## src/rtl/sad_pkg.sv

```systemverilog
// Shared definitions for the SAD block accumulator.
// Holds default pixel geometry, result/lane-sum width helpers, the
// controller state encoding and the lane slicing helper.
package sad_pkg;

  localparam int unsigned PIX_W_DEF      = 8;
  localparam int unsigned LANES_DEF      = 4;
  localparam int unsigned BLK_PIXELS_DEF = 256;

  // Width that holds the SAD of a full block without overflow.
  function automatic int unsigned sad_width(input int unsigned pix_w,
                                            input int unsigned blk_pixels);
    return pix_w + $clog2(blk_pixels);
  endfunction

  // Width that holds the sum of one beat's lane differences.
  function automatic int unsigned lane_sum_width(input int unsigned pix_w,
                                                 input int unsigned lanes);
    return pix_w + ((lanes > 1) ? $clog2(lanes) : 0);
  endfunction

  // LSB position of a lane inside a packed pixel beat.
  function automatic int unsigned lane_lo(input int unsigned lane,
                                          input int unsigned pix_w);
    return lane * pix_w;
  endfunction

  typedef enum logic [1:0] {
    ST_IDLE  = 2'd0,
    ST_ACCUM = 2'd1,
    ST_DRAIN = 2'd2,
    ST_HOLD  = 2'd3
  } sad_state_e;

endpackage

```

## src/rtl/sad_absdiff.sv

```systemverilog
// Registered absolute difference of one pixel pair.
// Ports: clk, rst_n (async active-low), i_en (capture enable),
//        i_a / i_b (pixels), o_diff (registered |i_a - i_b|).
module sad_absdiff
  import sad_pkg::*;
#(
  parameter int unsigned PIX_W = PIX_W_DEF
) (
  input  logic             clk,
  input  logic             rst_n,
  input  logic             i_en,
  input  logic [PIX_W-1:0] i_a,
  input  logic [PIX_W-1:0] i_b,
  output logic [PIX_W-1:0] o_diff
);

  logic [PIX_W:0]   w_sub;
  logic             w_borrow;
  logic [PIX_W-1:0] w_abs;
  logic [PIX_W-1:0] r_diff;

  // Subtract once, and pick the reversed subtraction when it borrows.
  always_comb begin
    w_sub    = {1'b0, i_a} - {1'b0, i_b};
    w_borrow = w_sub[PIX_W];
    w_abs    = w_borrow ? (i_b - i_a) : w_sub[PIX_W-1:0];
  end

  always_ff @(posedge clk or negedge rst_n) begin
    if (!rst_n) begin
      r_diff <= '0;
    end else if (i_en) begin
      r_diff <= w_abs;
    end
  end

  assign o_diff = r_diff;

endmodule

```

## src/rtl/sad_block_accum.sv

```systemverilog
// Streaming sum-of-absolute-differences over one candidate block.
// Ports: clk, rst_n (async active-low), start (open a new block),
//        in_valid/in_ready + cur_pix/ref_pix (LANES packed pixel pairs),
//        sad/out_valid/out_ready (result handshake), busy (not idle).
// Build option SAD_EARLY_TERM_EN adds sad_thresh (sampled at start) and
// sad_abort: once the running sum exceeds the threshold, accumulation
// stops and the result reads all-ones with sad_abort set.
module sad_block_accum
  import sad_pkg::*;
#(
  parameter int unsigned PIX_W      = PIX_W_DEF,
  parameter int unsigned LANES      = LANES_DEF,
  parameter int unsigned BLK_PIXELS = BLK_PIXELS_DEF,
  parameter int unsigned SAD_W      = sad_width(PIX_W, BLK_PIXELS)
) (
  input  logic                   clk,
  input  logic                   rst_n,
  input  logic                   start,
  input  logic                   in_valid,
  output logic                   in_ready,
  input  logic [LANES*PIX_W-1:0] cur_pix,
  input  logic [LANES*PIX_W-1:0] ref_pix,
  output logic [SAD_W-1:0]       sad,
  output logic                   out_valid,
  input  logic                   out_ready,
  output logic                   busy
`ifdef SAD_EARLY_TERM_EN
  ,
  input  logic [SAD_W-1:0]       sad_thresh,
  output logic                   sad_abort
`endif
);

  localparam int unsigned BEATS  = BLK_PIXELS / LANES;
  localparam int unsigned CNT_W  = (BEATS > 1) ? $clog2(BEATS) : 1;
  localparam int unsigned LSUM_W = lane_sum_width(PIX_W, LANES);
  localparam logic [CNT_W-1:0] LAST_BEAT = CNT_W'(BEATS - 1);

  sad_state_e        r_state;
  sad_state_e        w_state_nxt;
  logic              w_clear;
  logic              w_accept;
  logic              w_load;
  logic              w_stop;
  logic [SAD_W-1:0]  w_result;

  logic [CNT_W-1:0]  r_cnt;
  logic              r_v1;
  logic [SAD_W-1:0]  r_acc;
  logic [SAD_W-1:0]  r_sad;
  logic              r_in_ready;
  logic              r_out_valid;
  logic              r_busy;

  logic [PIX_W-1:0]  w_diff [LANES];
  logic [LSUM_W-1:0] w_lane_sum;

  // Stage 1: one registered absolute difference per lane.
  for (genvar g = 0; g < LANES; g++) begin : g_lane
    sad_absdiff #(
      .PIX_W (PIX_W)
    ) u_absdiff (
      .clk    (clk),
      .rst_n  (rst_n),
      .i_en   (w_accept),
      .i_a    (cur_pix[lane_lo(g, PIX_W) +: PIX_W]),
      .i_b    (ref_pix[lane_lo(g, PIX_W) +: PIX_W]),
      .o_diff (w_diff[g])
    );
  end

  // Stage 2 adder tree input: sum of this beat's lane differences.
  always_comb begin
    w_lane_sum = '0;
    for (int unsigned i = 0; i < LANES; i++) begin
      w_lane_sum = w_lane_sum + LSUM_W'(w_diff[i]);
    end
  end

  // Next-state and control strobes. A start during ACCUM restarts the
  // block and drops any beat offered in the same cycle.
  always_comb begin
    w_state_nxt = r_state;
    w_clear     = 1'b0;
    w_accept    = 1'b0;
    w_load      = 1'b0;
    case (r_state)
      ST_IDLE: begin
        if (start) begin
          w_clear     = 1'b1;
          w_state_nxt = ST_ACCUM;
        end
      end
      ST_ACCUM: begin
        if (start) begin
          w_clear = 1'b1;
        end else if (in_valid) begin
          w_accept = 1'b1;
          if (r_cnt == LAST_BEAT) w_state_nxt = ST_DRAIN;
        end
      end
      ST_DRAIN: begin
        // Final beat's differences are added once stage 1 is empty.
        if (!r_v1) begin
          w_load      = 1'b1;
          w_state_nxt = ST_HOLD;
        end
      end
      ST_HOLD: begin
        if (out_ready) w_state_nxt = ST_IDLE;
      end
      default: w_state_nxt = ST_IDLE;
    endcase
  end

  // State register and state-decoded outputs.
  always_ff @(posedge clk or negedge rst_n) begin
    if (!rst_n) begin
      r_state     <= ST_IDLE;
      r_in_ready  <= 1'b0;
      r_out_valid <= 1'b0;
      r_busy      <= 1'b0;
    end else begin
      r_state     <= w_state_nxt;
      r_in_ready  <= (w_state_nxt == ST_ACCUM);
      r_out_valid <= (w_state_nxt == ST_HOLD);
      r_busy      <= (w_state_nxt != ST_IDLE);
    end
  end

  // Beat counter, stage-1 valid, accumulator and result register.
  always_ff @(posedge clk or negedge rst_n) begin
    if (!rst_n) begin
      r_cnt <= '0;
      r_v1  <= 1'b0;
      r_acc <= '0;
      r_sad <= '0;
    end else begin
      if (w_clear) begin
        r_cnt <= '0;
        r_v1  <= 1'b0;
        r_acc <= '0;
      end else begin
        r_v1 <= w_accept;
        if (w_accept) r_cnt <= (r_cnt == LAST_BEAT) ? '0 : r_cnt + CNT_W'(1);
        if (r_v1 && !w_stop) r_acc <= r_acc + SAD_W'(w_lane_sum);
      end
      if (w_load) r_sad <= w_result;
    end
  end

`ifdef SAD_EARLY_TERM_EN
  logic [SAD_W-1:0] r_thresh;
  logic             r_abort;
  logic             r_sad_abort;

  // Abort as soon as the running sum passes the threshold; beats keep
  // flowing so the stream stays aligned, but nothing more is added.
  assign w_stop   = r_abort | (r_acc > r_thresh);
  assign w_result = w_stop ? '1 : r_acc;

  always_ff @(posedge clk or negedge rst_n) begin
    if (!rst_n) begin
      r_thresh    <= '0;
      r_abort     <= 1'b0;
      r_sad_abort <= 1'b0;
    end else if (w_clear) begin
      r_thresh    <= sad_thresh;
      r_abort     <= 1'b0;
      r_sad_abort <= 1'b0;
    end else begin
      r_abort <= w_stop;
      if (w_load) r_sad_abort <= w_stop;
    end
  end

  assign sad_abort = r_sad_abort;
`else
  assign w_stop   = 1'b0;
  assign w_result = r_acc;
`endif

  assign in_ready  = r_in_ready;
  assign out_valid = r_out_valid;
  assign busy      = r_busy;
  assign sad       = r_sad;

endmodule
```

## config.mk

```make
export PLATFORM = sky130hd
export DESIGN_NAME = sad_block_accum
export DESIGN_NICKNAME = d
export VERILOG_FILES = /design/src/rtl/sad_pkg.sv /design/src/rtl/sad_absdiff.sv /design/src/rtl/sad_block_accum.sv
export SDC_FILE = /design/constraint.sdc
export NUM_CORES = 1
export LEC_CHECK = 0
export ABC_AREA = 1
export ABC_CLOCK_PERIOD_IN_PS = 8250
export BUFFER_PORTS_ARGS = -buffer_cell sky130_fd_sc_hd__buf_2
export CAP_MARGIN = 20
export CORE_ASPECT_RATIO = 1.25
export CORE_MARGIN = 2
export CORE_UTILIZATION = 25
export DETAILED_ROUTE_END_ITERATION = 10
export GPL_ROUTABILITY_DRIVEN = 0
export GPL_TIMING_DRIVEN = 0
export PLACE_DENSITY_LB_ADDON = 0.05
export REMOVE_ABC_BUFFERS = 1
export SLEW_MARGIN = 25
export SYNTH_ARGS = -nofsm -noshare
export SYNTH_HDL_FRONTEND = slang
export SYNTH_SLANG_ARGS = --single-unit
```

## constraint.sdc

```tcl
create_clock -name clk -period 8.25 [get_ports clk]
set_input_delay 1.65 -clock clk [delete_from_list [all_inputs] [get_ports clk]]
set_output_delay 1.65 -clock clk [all_outputs]
set_load 0.02 [all_outputs]
```

==> summary.md, run 1 <==
| Metric | Value |
|---|---|
| Post-layout instance area | `0.00856 mm^2` |
| Period utilization | `42.8%` |
| Levels on crit path | `14` |
| DIE WIDTH | `158 um` |
| Setup violators final | `0` |
| DP Area | `0.00824 mm^2` |
| CP bufs+invs | `4` |
| Most common cell in the netlist | `nand2_1` |
| Largest net degree at the start of global routing | `49` |
| PortBufs | `87` |
| Fmax | `283 MHz` |
| Drt wl/cell | `11.5 um` |
| Share of the synthesized area in the top cell type | `25.7%` |
| Synth cell count leaders | `nand2_1 (377), inv_1 (219), dfrtp_1 (76), ha_1 (76), nand3_1 (61)` |
| Global route overflow | `0` |
| Vias | `6,363` |
| Actual slew at the worst max-slew pin | `0.734 ns` |
| # H-tree levels | `3` |
| CP cell instances | `inv_1 -> fa_1 -> inv_1 -> fa_1 -> inv_1 -> fa_1 -> inv_1 -> ha_1 -> a21oi_1 -> o21ai_1 -> nand2_1 -> nand3_1 -> a21oi_1 -> nor2_1` |
| Max-cap violations | `0` |
| Yosys reg bits | `76` |
| Max Slew Vio Count | `0` |
| Hold Path Depth | `2` |
| FFs w/ async S/R, synth | `100%` |
| Antenna viol nets, final | `0` |
| Drt pass-1 iters | `4` |
| CP endpoint kind | `register` |
| WS Path Type | `reg -> reg` |
| Clock skew | `0.0121 ns` |
| Placeable Area | `0.0293 mm^2` |
| Worst rel slew slack | `51.1%` |
| Unrepaired setup endpoints after global routing | `no` |
| Startpoint Class | `register` |
| CTS max path bufs | `2` |
| Post-Route WL | `17.9 mm` |
| Post-Place Cells | `1,536` |
| Outcome | `finished, final reports clean` |
| Critical-path maximum fanout | `6` |
| CP arrival | `3.75 ns` |
| Post-CTS resize count | `0` |
| Fillers | `3,358` |
| Share of cells above drive strength 1 | `11.9%` |
| Area growth from synthesis to layout | `15.6%` |
| VDD IR max | `0.123 mV` |
| Worst reg2reg path depth | `14` |
| Synth unique cells | `31` |
| Total die area | `0.0310 mm^2` |
| Final hold viol count | `0` |
| Core Rows | `70` |
| Cell accounting for the most synthesized area | `dfrtp_1` |
| Global Route Usage Sum | `12.2%` |
| HP Class | `reg -> reg` |
| CP delay by family, top | `adder cells` |
| Nets | `1,327` |
| Initial Util | `25.3%` |
| Pwr dens | `241 mW/mm^2` |
| Post-route DRC | `0` |
| Fin crit period | `3.53 ns` |
| Mean post-synth cell area | `6.88 um^2` |
| Hold_buf cts | `0` |
| Post-Syn Area | `0.00741 mm^2` |
| Initial antenna violation count | `0` |
| CP max stage delay | `0.51 ns` |
| Initial DRC count | `265` |
| Worst-skew pair later-pin latency | `0.35 ns` |
| Detailed Place HPWL | `14.7 mm` |
| Ys flop type | `dfrtp_1` |
| Yosys Warn Count | `0` |
| Via-per-instance ratio | `4.10` |
| Worst Path Required | `8.48 ns` |
| Clk root buf | `clkbuf_16` |
| Post-CTS Setup Inserts | `0` |
| Sink Count | `76` |
| Global-route wire length before repair | `30.6 mm` |
| Num CTS Buffers | `9` |
| Worst-path clk slew | `0.06 ns` |
| CP most frequent cell | `inv_1` |
| CTS tree | `built` |
| Synth top area cells | `dfrtp_1 (26%), nand2_1 (19%), ha_1 (13%), inv_1 (11%), fa_1 (8.4%)` |
| Post-synthesis sequential area ratio | `25.7%` |
| Diodes inserted | `0` |
| Die Height | `196 um` |
| Sum Neg Setup Slack | `0 ns` |
| Vias in the first global route | `6,288` |
| Leakage | `4.95 nW` |
| Boundary pin count | `88` |
| EDFF count, synth | `0` |
| Final std cells w/o fill | `1,552` |
| Slowest cell on crit path | `fa_1` |
| Hold WS | `0.477 ns` |
| Cells after synthesis | `1,076` |
[flip-flops by register name, indices dropped and copies added (netlist names)]
register	count
g_lane.u_absdiff.o_diff	32
busy	1
r_acc	16
r_state	2
sad	16
in_ready	1
out_valid	1
r_v1	1
r_cnt	6
[worst reg2reg max path: stages (launching register included)]
cell and delay, ns:
dfrtp_1 0.39, inv_1 0.07, fa_1 0.48, inv_1 0.08, fa_1 0.52, inv_1 0.05
fa_1 0.50, inv_1 0.04, ha_1 0.36, a21oi_1 0.26, o21ai_1 0.11, nand2_1 0.07
nand3_1 0.21, a21oi_1 0.20, nor2_1 0.06
[cell usage in the layout, fill, tap and decap left out, types with 29 or more instances in the layout]
| cell type | instances |
|---|---|
| nand2_1 | 377 |
| fa_1 | 31 |
| buf_2 | 86 |
| o21ai_1 | 33 |
| a21oi_1 | 52 |
| nand3_1 | 60 |
| ha_1 | 76 |
| inv_1 | 219 |
| nor2_1 | 29 |
| dfrtp_1 | 76 |
[kinds of logic (layout without fill, tap and decap cells)]
logic type	count (synthesis)	in the layout	synth area share, %
buffers and inverters	257	337	13.7
adders and majority gates	107	107	21.2
DFF	76	76	25.7
xor gates and xnor gates	27	27	3.19
AOI/OAI and AO/OA	109	109	7.91
muxes	3	3	0.456
and+or+nand+nor	497	497	27.9
[worst paths after layout]
kind	from	endpoint	slack [ns]
max in group asynchronous	rst_n	g_lane[0].u_absdiff.o_diff[1]$_DFFE_PN0P_	6.52
max reg2reg	g_lane[1].u_absdiff.o_diff[6]$_DFFE_PN0P_	r_acc[15]$_DFFE_PN0P_	4.72
max	g_lane[1].u_absdiff.o_diff[6]$_DFFE_PN0P_	r_acc[15]$_DFFE_PN0P_	4.72
min reg2reg	sad[14]$_DFFE_PN0P_	sad[14]$_DFFE_PN0P_	0.48
min	sad[14]$_DFFE_PN0P_	sad[14]$_DFFE_PN0P_	0.48
min in group asynchronous	rst_n	sad[9]$_DFFE_PN0P_	1.18
[final cells by class]
cell class | instances | area (um^2) | area share, %
Clock buffer | 11 | 243 | 2.83
Clock inverter | 5 | 83.8 | 0.979
Inverter | 233 | 875 | 10.2
Multi-Input combinational cell | 743 | 4500 | 52.5
Sequential cell | 76 | 1900 | 22.2
Tap cell | 396 | 495 | 5.79
Timing Repair Buffer | 88 | 469 | 5.48
[metrics by stage]
step           total power, W  util, %  worst slack (ns)
2_1_floorplan         0.00135        -              5.12
3_3_place_gp          0.00166     28.0              4.65
3_5_place_dp          0.00166     28.2              4.69
4_1_cts               0.00212     29.3              4.66
5_1_grt               0.00231     29.3              4.47
6_report              0.00207     29.3              4.72
[report_power, final]
part | internal, W | switching [W]
registers | 0.000423 | 0.0000283
logic | 0.000428 | 0.000746
clock network | 0.000275 | 0.000168
total | 0.00113 | 0.000942
[layer usage]
layer	up-vias	GRT usage, %	share of wire, %
li1	3399	-	-
met1	2882	15.7	47
met2	73	21.5	50
met3	9	1.39	2.4
met4	0	3.20	0.82
met5	-	0	0
Power figures use the tool's default switching activity.
==> run 2: changes to the inputs <==
--- a/config.mk
+++ b/config.mk
@@ -6,7 +6,7 @@
 export NUM_CORES = 1
 export LEC_CHECK = 0
 export ABC_AREA = 1
-export ABC_CLOCK_PERIOD_IN_PS = 8250
+export ABC_CLOCK_PERIOD_IN_PS = 3700
 export BUFFER_PORTS_ARGS = -buffer_cell sky130_fd_sc_hd__buf_2
 export CAP_MARGIN = 20
 export CORE_ASPECT_RATIO = 1.25
==> constraint.sdc (replaced) <==
create_clock -name clk -period 3.7 [get_ports clk]
set_input_delay 0.74 -clock clk [delete_from_list [all_inputs] [get_ports clk]]
set_output_delay 0.74 -clock clk [all_outputs]
set_load 0.02 [all_outputs]
==> summary.md, run 2 (synthesized netlist as in run 1, its figures left out) <==
| Metric | Value |
|---|---|
| Switch share | `45.6% (about the same)` |
| Commonest cells after routing, fill and taps aside | `nand2_1 (377), inv_1 (219), buf_2 (86), ha_1 (76), dfrtp_1 (76)` |
| Largest net degree at the start of global routing | `49 (unchanged)` |
| Max-cap violations | `0 (unchanged)` |
| Outcome | `finished, final reports clean` |
| Post-CTS Setup Inserts | `0 (unchanged)` |
| Sink Count | `76 (unchanged)` |
| Sum Neg Setup Slack | `0 ns (unchanged)` |
| Global-route wire length before repair | `30.6 mm (unchanged)` |
| Diodes inserted | `0 (unchanged)` |
| Initial DRC count | `270 (+1.9%)` |
| # H-tree levels | `3 (unchanged)` |
| Clock skew | `0.0101 ns (-0.00208 ns)` |
| Startpoint Class | `register` |
| Global Route Usage Sum | `12.2% (unchanged)` |
| Slowest cell on crit path | `fa_1` |
| Vias in the first global route | `6,288 (unchanged)` |
| CP arrival | `3.67 ns (-0.08 ns)` |
| Clk network pwr share | `21.3% (about the same)` |
| Pint | `0.00252 W (+120%)` |
| Pwr dens | `540 mW/mm^2 (+120%)` |
| CTS max path bufs | `2 (unchanged)` |
| Via-per-instance ratio | `4.10 (about the same)` |
| DIE WIDTH | `158 um (unchanged)` |
| VDD IR max | `0.275 mV (+120%)` |
| CP endpoint kind | `register` |
| Post-Route WL | `17.9 mm (about the same)` |
| CP bufs+invs | `2 (-2)` |
| HP Class | `in -> async` |
| Seq pwr share | `21.7% (about the same)` |
| Final std cells w/o fill | `1,552 (unchanged)` |
| Antenna viol nets, final | `0 (unchanged)` |
| CP delay by family, top | `adder cells` |
| Nets | `1,327 (unchanged)` |
| Leakage | `4.95 nW (about the same)` |
| Boundary pin count | `88 (unchanged)` |
| WS Path Type | `reg -> reg` |
| Setup violators final | `0 (unchanged)` |
| Critical-path maximum fanout | `3 (-3)` |
| CP max stage delay | `0.52 ns (about the same)` |
| Largest register FFs | `32 (unchanged)` |
| Worst Path Required | `3.92 ns (-4.56 ns)` |
| Num CTS Buffers | `9 (unchanged)` |
| Core Rows | `70 (unchanged)` |
| Worst-path clk slew | `0.06 ns (about the same)` |
| Drt wl/cell | `11.5 um (about the same)` |
| Initial antenna violation count | `0 (unchanged)` |
| Unrepaired setup endpoints after global routing | `no` |
| Commonest non-fill, non-tap cell in the layout | `nand2_1` |
| Hold_buf cts | `0 (unchanged)` |
| CP cell instances | `inv_1 -> fa_1 -> fa_1 -> fa_1 -> inv_1 -> ha_1 -> fa_1 -> nand3_1 -> nand2_1 -> nand2_1 -> nand2_1 -> o21ai_1 -> nand2_1` |
| Detailed Place HPWL | `14.7 mm (unchanged)` |
| Drt pass-1 iters | `4 (unchanged)` |
| Total die area | `0.0310 mm^2 (unchanged)` |
| Post-Place Cells | `1,536 (unchanged)` |
| Final hold viol count | `0 (unchanged)` |
| Initial Util | `25.3% (unchanged)` |
| Actual slew at the worst max-slew pin | `0.733 ns (-0.00136 ns)` |
| Fmax | `290 MHz (+2.3%)` |
| Period utilization | `93.2% (+50 points)` |
| Worst-skew pair later-pin latency | `0.35 ns (about the same)` |
| Combinational power share | `56.9% (about the same)` |
| CTS tree | `built` |
| Share of cells above drive strength 1 | `11.9% (+0.087 points)` |
| NetSw | `0.00211 W (+120%)` |
| Max Slew Vio Count | `0 (unchanged)` |
| Area growth from synthesis to layout | `15.7% (about the same)` |
| Die Height | `196 um (unchanged)` |
| Fin crit period | `3.45 ns (-0.0794 ns)` |
| Global route overflow | `0 (unchanged)` |
| Placeable Area | `0.0293 mm^2 (unchanged)` |
| Clk root buf | `clkbuf_16` |
| PortBufs | `87 (unchanged)` |
| Worst rel slew slack | `51.2% (+0.091 points)` |
| Vias | `6,368 (+0.079%)` |
| Post-route DRC | `0 (unchanged)` |
-- run 2: cell types whose count changed in the layout (fill, tap and decap cells not counted) --
cell,change
a21oi_1,-1
a21oi_2,+1
-- run 2: power groups by stage --
stage                     clock (W)  combinational (W)  sequential [W]
after floorplan                   0            0.00200         0.00100
after global placement            0            0.00268         0.00102
after detailed placement          0            0.00267         0.00102
after CTS                   0.00102            0.00270         0.00101
after global routing        0.00105            0.00310         0.00102
final                      0.000986            0.00263         0.00101
-- run 2: cell type report --
cell class                      instances  area (um^2)
Clock buffer                           11          243
Multi-Input combinational cell        743         4500
Inverter                              233          875
Tap cell                              396          495
Timing Repair Buffer                   88          469
Sequential cell                        76         1900
Clock inverter                          5         83.8
Fill cell                            3358        20700
-- run 2: worst reg2reg max path, cell delays in order, from the launching register on --
cell     delay (ns)
dfrtp_1        0.36
inv_1          0.11
fa_1           0.47
fa_1           0.49
fa_1           0.52
inv_1          0.04
ha_1           0.23
fa_1           0.46
nand3_1        0.12
nand2_1        0.11
nand2_1        0.09
nand2_1        0.07
o21ai_1        0.19
nand2_1        0.07
-- run 2: metal layers --
metal	vias up	part of all wire (%)	track usage [%]	routed length, um
li1	3401	-	-	-
met1	2877	47	15.7	8420
met2	80	49	21.5	8860
met3	10	2.5	1.39	442
met4	0	0.99	3.20	177
met5	-	0	0	0
-- run 2: worst paths after layout --
kind                                                            from                                   endpoint  slack [ns]  cells after the start
max reg2reg                g_lane[0].u_absdiff.o_diff[1]$_DFFE_PN0P_                       r_acc[9]$_DFFE_PN0P_        0.25                     13
min in group clk                                 sad[14]$_DFFE_PN0P_                        sad[14]$_DFFE_PN0P_        0.48                      2
max                        g_lane[0].u_absdiff.o_diff[1]$_DFFE_PN0P_                       r_acc[9]$_DFFE_PN0P_        0.25                     13
max in group asynchronous                                      rst_n  g_lane[0].u_absdiff.o_diff[1]$_DFFE_PN0P_        2.88                      2
min                                                            rst_n                         sad[9]$_DFFE_PN0P_        0.27                      1
min reg2reg                                      sad[14]$_DFFE_PN0P_                        sad[14]$_DFFE_PN0P_        0.48                      2
-- run 2: repair_timing --
action / in CTS / in global routing
gates resized for setup: 0 / 1
setup endpoints to repair: 0 / 3
endpoints found under the hold margin: 0 / 0
-- run 2: stage by stage --
stage	util, %	hold WS (ns)	setup WS, ns	total power [W]	cell area (um^2)
after floorplan	-	0.444	0.566	0.00300	7270
after global placement	28.0	0.466	0.149	0.00370	8200
after detailed placement	28.2	0.469	0.144	0.00370	8240
after CTS	29.3	0.270	0.114	0.00473	8560
after global routing	29.3	0.278	0.0168	0.00517	8570
final	29.3	0.267	0.251	0.00463	8570
